### src/rtl/lut4_cfg_ctrl_if.sv
// lut4_cfg_ctrl_if: LUT evaluate, serial-load and self-scan signal bundle
interface lut4_cfg_ctrl_if;
    logic [3:0]  x;
    logic        y;
    logic        cfg_start;
    logic        cfg_valid;
    logic        cfg_bit;
    logic        cfg_ready;
    logic        scan_start;
    logic        busy;
    logic        done;
    logic [15:0] readback;
    logic        readback_valid;
    modport master (
        output x, cfg_start, cfg_valid, cfg_bit, scan_start,
        input  y, cfg_ready, busy, done, readback, readback_valid
    );
    modport slave (
        input  x, cfg_start, cfg_valid, cfg_bit, scan_start,
        output y, cfg_ready, busy, done, readback, readback_valid
    );
endinterface

### src/rtl/lut4_cfg_ctrl.sv
// lut4_cfg_ctrl: 4-input LUT with atomic serial table load and self-scan readback
module lut4_cfg_ctrl #(
    parameter logic [15:0] INIT = 16'h0000
) (
    input logic clk,
    input logic rst,
    lut4_cfg_ctrl_if.slave bus
);
    localparam logic [1:0] IDLE = 2'd0;
    localparam logic [1:0] LOAD = 2'd1;
    localparam logic [1:0] SCAN = 2'd2;
    logic [1:0]  state;
    logic [15:0] lut_table;
    logic [15:0] shadow;
    logic [3:0]  cnt;
    assign bus.busy      = state != IDLE;
    assign bus.cfg_ready = state == LOAD;
    always_ff @(posedge clk) begin
        if (rst) begin
            state              <= IDLE;
            lut_table          <= INIT;
            shadow             <= '0;
            cnt                <= '0;
            bus.y              <= 1'b0;
            bus.done           <= 1'b0;
            bus.readback       <= '0;
            bus.readback_valid <= 1'b0;
        end else begin
            bus.done <= 1'b0;
            if (state == IDLE) begin
                bus.y <= lut_table[bus.x];
                if (bus.cfg_start || bus.scan_start) begin
                    state              <= bus.cfg_start ? LOAD : SCAN;
                    cnt                <= '0;
                    bus.readback_valid <= 1'b0;
                end
            end else if (state == LOAD) begin
                if (bus.cfg_valid) begin
                    shadow <= {shadow[14:0], bus.cfg_bit};
                    cnt    <= cnt + 4'd1;
                    if (cnt == 4'd15) begin
                        lut_table <= {shadow[14:0], bus.cfg_bit};
                        bus.done  <= 1'b1;
                        state     <= IDLE;
                    end
                end
            end else if (state == SCAN) begin
                bus.readback[cnt] <= lut_table[cnt];
                cnt               <= cnt + 4'd1;
                if (cnt == 4'd15) begin
                    bus.readback_valid <= 1'b1;
                    bus.done           <= 1'b1;
                    state              <= IDLE;
                end
            end else begin
                state <= IDLE;
            end
        end
    end
endmodule

### src/flat_wrapper.sv
// flat-port wrapper written by rule: the top's interface ports become plain ports
module lut4_cfg_ctrl_flat 
#(
    parameter logic [15:0] INIT = 16'h0000
)
  (clk, rst, bus_x, bus_cfg_start, bus_cfg_valid, bus_cfg_bit, bus_scan_start, bus_y, bus_cfg_ready, bus_busy, bus_done, bus_readback, bus_readback_valid);
  lut4_cfg_ctrl_if bus_i ();
  input logic clk;
  input logic rst;
  input wire logic [$bits(bus_i.x)-1:0] bus_x;
  input wire logic [$bits(bus_i.cfg_start)-1:0] bus_cfg_start;
  input wire logic [$bits(bus_i.cfg_valid)-1:0] bus_cfg_valid;
  input wire logic [$bits(bus_i.cfg_bit)-1:0] bus_cfg_bit;
  input wire logic [$bits(bus_i.scan_start)-1:0] bus_scan_start;
  output wire logic [$bits(bus_i.y)-1:0] bus_y;
  output wire logic [$bits(bus_i.cfg_ready)-1:0] bus_cfg_ready;
  output wire logic [$bits(bus_i.busy)-1:0] bus_busy;
  output wire logic [$bits(bus_i.done)-1:0] bus_done;
  output wire logic [$bits(bus_i.readback)-1:0] bus_readback;
  output wire logic [$bits(bus_i.readback_valid)-1:0] bus_readback_valid;
  assign bus_i.x = bus_x;
  assign bus_i.cfg_start = bus_cfg_start;
  assign bus_i.cfg_valid = bus_cfg_valid;
  assign bus_i.cfg_bit = bus_cfg_bit;
  assign bus_i.scan_start = bus_scan_start;
  assign bus_y = bus_i.y;
  assign bus_cfg_ready = bus_i.cfg_ready;
  assign bus_busy = bus_i.busy;
  assign bus_done = bus_i.done;
  assign bus_readback = bus_i.readback;
  assign bus_readback_valid = bus_i.readback_valid;
  lut4_cfg_ctrl #(.INIT(INIT)) u_core (.clk(clk), .rst(rst), .bus(bus_i));
endmodule
### config.mk
export PLATFORM = sky130hd
export DESIGN_NAME = lut4_cfg_ctrl_flat
export DESIGN_NICKNAME = d
export VERILOG_FILES = /design/src/rtl/lut4_cfg_ctrl_if.sv /design/src/rtl/lut4_cfg_ctrl.sv /design/src/flat_wrapper.sv
export SDC_FILE = /design/constraint.sdc
export NUM_CORES = 1
export LEC_CHECK = 0
export CORE_ASPECT_RATIO = 1.1
export CORE_MARGIN = 2
export CORE_UTILIZATION = 55
export CTS_CLUSTER_DIAMETER = 100
export CTS_CLUSTER_SIZE = 30
export DETAILED_ROUTE_END_ITERATION = 8
export PLACE_DENSITY = 0.79
export SYNTH_ARGS = -nofsm -noshare
export SYNTH_HDL_FRONTEND = slang
export SYNTH_SLANG_ARGS = --single-unit
### constraint.sdc
create_clock -name clk -period 1.65 [get_ports clk]
set_input_delay 0.165 -clock clk [delete_from_list [all_inputs] [get_ports clk]]
set_output_delay 0.165 -clock clk [all_outputs]
set_load 0.03 [all_outputs]
==> reports/results.md <==
• complete, no violations — result of the run
• in2reg — type of the tightest min-delay check
• reg2out — type of the setup path with the least slack
• 0 ns — setup TNS
• 22.2% — All-Layer GR Usage
• 314 — Net Count, Synth
• 32 — distinct cell type count of the synthesized netlist
• 3670 um — half-perimeter wire length after detailed placement
• 0 — MaxCap Viol Count
• 57.5% — sequential fraction of design power
• 2400 uW — total power after layout
• 0 — number of setup buffers added after CTS
• 5120 um^2 — die outline area
• 7 — maximum fanout along the worst path
• 56 — Sink Count
• 2 — count of buffering cells on the critical path with inverters included
• 2920 um^2 — placement-stage cell area
• 379 — number of placed cells counting well taps
• 618 uW — switching pwr
• 10.1% — Combinational Power Share
• 5 — 1st-pass router iterations
• dfxtp_2 — cell with the largest stage delay on the worst path
• 1.48 ns — worst endpoint required time
• 2510 um^2 — Mapped Area
• 2 — Clock Tree Buf Depth
• 1908 — vias in the first global route
• 25 — standard-cell row count
• 0.560 mV — worst ir drop on vdd
• 3020 um^2 — cell area after layout
• 0 — number of design rule violations left after detail routing
• 8.37 um^2 — average size of a mapped cell
• 0 — number of diodes
• 0 — number of enable-type register cells in the synthesized netlist
• 31 — count of pins on the block boundary
• 0.505 ns — slew at the pin closest to its max-slew limit
• 56 — post-synthesis register bit count
• 0.32 ns — source-to-sink clock delay at the later pin of the worst-skew pair
• 93.4% — Final Cycle Share
• primary output — endpoint type of the worst setup path
• nand2_1 — most common cell in the netlist
• 5110 um — Routed Wire Length
• 2133 — routed vias
• 12.6% — ratio of cells with drive above 1 in the final layout
• 0 — total grt overflow
• 1.38 ns — Critical Path AT
• 387 — final std cells w/o fill
• 44.7% — proportion of synthesized chip area in sequential cells
• dfxtp_1 — primary flip-flop cell chosen by synthesis mapping
• 0 — final slew viol count
• flop — critical path startpoint category
• 30 — count of port buffers added during placement
• 32.3% — clock network fraction of total power
• yes — clock tree from TritonCTS
• 74.9 um — height of the die
• 1780 uW — internal power component
• 0 — number of warnings reported in the yosys synthesis log
• 0.39 ns — maximum cell stage delay along the critical path
• 346 — number of nets in the final layout
• 68.4 um — Die W
• 4350 um^2 — core outline area
• 1.54 ns — shortest clock period the worst path allows after layout
• flip-flops — Top delay family on crit path
• 124 — number of violations reported at the end of detailed-routing iteration 0
• 0 — final hold vios
• 795 nW/um^2 — pwr/cell area
• 5 — number of buffers added by the clock tree synthesis step
• buf_12 -> or2_1 -> buf_4 — cells along the critical path
• 77 x nand2_1, 56 x dfxtp_1, 49 x a21oi_1, 21 x nor2_1, 16 x o21ai_0 — leading cell types by count after synthesis
• 33 — maximum number of pins on one net before global-route repair
• 649 MHz — fmax
• clkbuf_8 — root buffer cell
• false — setup repair after global routing missed its margin
• dfxtp_1 45%, nand2_1 12%, a21oi_1 9.8% — cells taking the most area after synthesis
• 0.0118 ns — setup clock skew after layout
• 13.2 um — detail-routed net length per standard cell
• 0.00107 uW — static leakage power
• 0 — number of antenna violations at the first check in global routing
• 2 — number of levels the H-tree was split into
• 300 — number of instances in the synthesized netlist
• 20.2% — area added between synthesis and finish
• 0 — count of nets left with antenna violations after detail routing
• 25.8% — switching share of total power
• 57.7% — initial standard-cell utilization of the core
• dfxtp_1 — post-synth top area cell
• 0.800 — global placement routability congestion
• 0.11 ns — clock transition time at the flip-flop clock pins of the worst setup and hold paths
• 381 — fillcell total
• 66.3% — relative slew slack
• 8580 um — first-pass GRT wire length
• 0 — Finish-stage setup viols
• 5.51 — average via count per standard cell
• 0% — share of async-settable or async-resettable flops after synthesis
• 0.287 ns — worst hold slack across all endpoints
• 44.7% — proportion of netlist area held by the largest area contributor
## flip-flops by register name (all words and copies together) (netlist names)
signal	count
u_core.bus.done	1
u_core.bus.readback	16
u_core.bus.readback_valid	1
u_core.bus.y	1
u_core.cnt	4
u_core.lut_table	16
u_core.shadow	15
u_core.state	2
## final cells by class
type	instances	area [um^2]	share of cell area, %
multi-input cells	219	1260	41.9
flip-flops and latches	56	1120	37.2
repair buffers	45	453	15.0
clock buffers	5	68.8	2.28
well taps	54	67.6	2.24
clock inverters	3	22.5	0.747
inverters	5	18.8	0.622
## placed cells by master (no fill, tap or decap), drive strengths merged
| cell type | n |
|---|---|
| a211oi | 1 |
| a21oi | 49 |
| a2bb2oi | 1 |
| and2 | 1 |
| buf | 18 |
| clkbuf | 5 |
| clkdlybuf4s50 | 27 |
| clkinv | 2 |
| dfxtp | 56 |
| ha | 4 |
| inv | 6 |
| mux2i | 6 |
| mux4 | 7 |
| nand2 | 77 |
| nand2b | 4 |
| nand3 | 4 |
| nand3b | 7 |
| nand4 | 1 |
| nor2 | 22 |
| nor2b | 1 |
| nor3 | 9 |
| o211ai | 1 |
| o21a | 1 |
| o21ai | 16 |
| o21bai | 1 |
| o22ai | 1 |
| or2 | 2 |
| or3 | 2 |
| xnor2 | 1 |
## power by group through the flow
stage | combinational, uW | sequential, uW | clock (uW)
detailed placement | 241 | 1410 | 0
finish | 243 | 1380 | 775
floorplan | 155 | 1400 | 0
global placement | 238 | 1410 | 0
global route | 262 | 1380 | 843
CTS | 244 | 1380 | 781
## path summary, 6_finish.rpt
path                                        start                      to  slack [ns]  cells after the start
worst max register to register      u_core.cnt[0]  u_core.bus.readback[2]        0.15                      4
worst max-delay path              u_core.state[1]                bus_busy        0.11                      3
worst min-delay path                          rst  u_core.bus.readback[3]        0.29                      2
worst min register to register  u_core.shadow[14]    u_core.lut_table[15]        0.46                      2
## what timing repair did
| item | in CTS | in global routing |
|---|---|---|
| resized for setup | 0 | 2 |
| hold buffers | 0 | 0 |
| endpoints found under the setup margin | 0 | 5 |
## kinds of logic (layout without fill, tap and decap cells)
group | Yosys count | in the layout | share of synthesized area, %
xor gates and xnor gates | 1 | 1 | 0.349
AOI/OAI and AO/OA | 71 | 71 | 14.8
muxes | 13 | 13 | 8.67
DFF | 56 | 56 | 44.7
and+or+nand+nor | 130 | 130 | 24.5
adders and majority gates | 4 | 4 | 1.99
buffers and inverters | 25 | 58 | 4.99
## per-stage QoR
step                      setup slack [ns]  util (%)
after floorplan                     0.0543         -
after detailed placement           -0.0661      67.3
final                                0.109      69.4
after global placement            -0.00680      67.3
after CTS                           0.0204      69.4
after global routing                0.0475      69.4
## worst reg2reg max path: stages (launching register included)
cell and delay, ns:
dfxtp_1 0.40, buf_4 0.20, mux4_2 0.56, mux2i_1 0.17
nor2_1 0.06
## routing by layer
layer  GRT usage [%]  vias up  wire [um]
met1            27.6      988       2250
met2            36.9       48       2580
met4            9.33        0        110
li1                -     1083          -
met3            5.08       14        171
met5               0        -          0
Note: power is estimated with default switching activity, not from simulation.
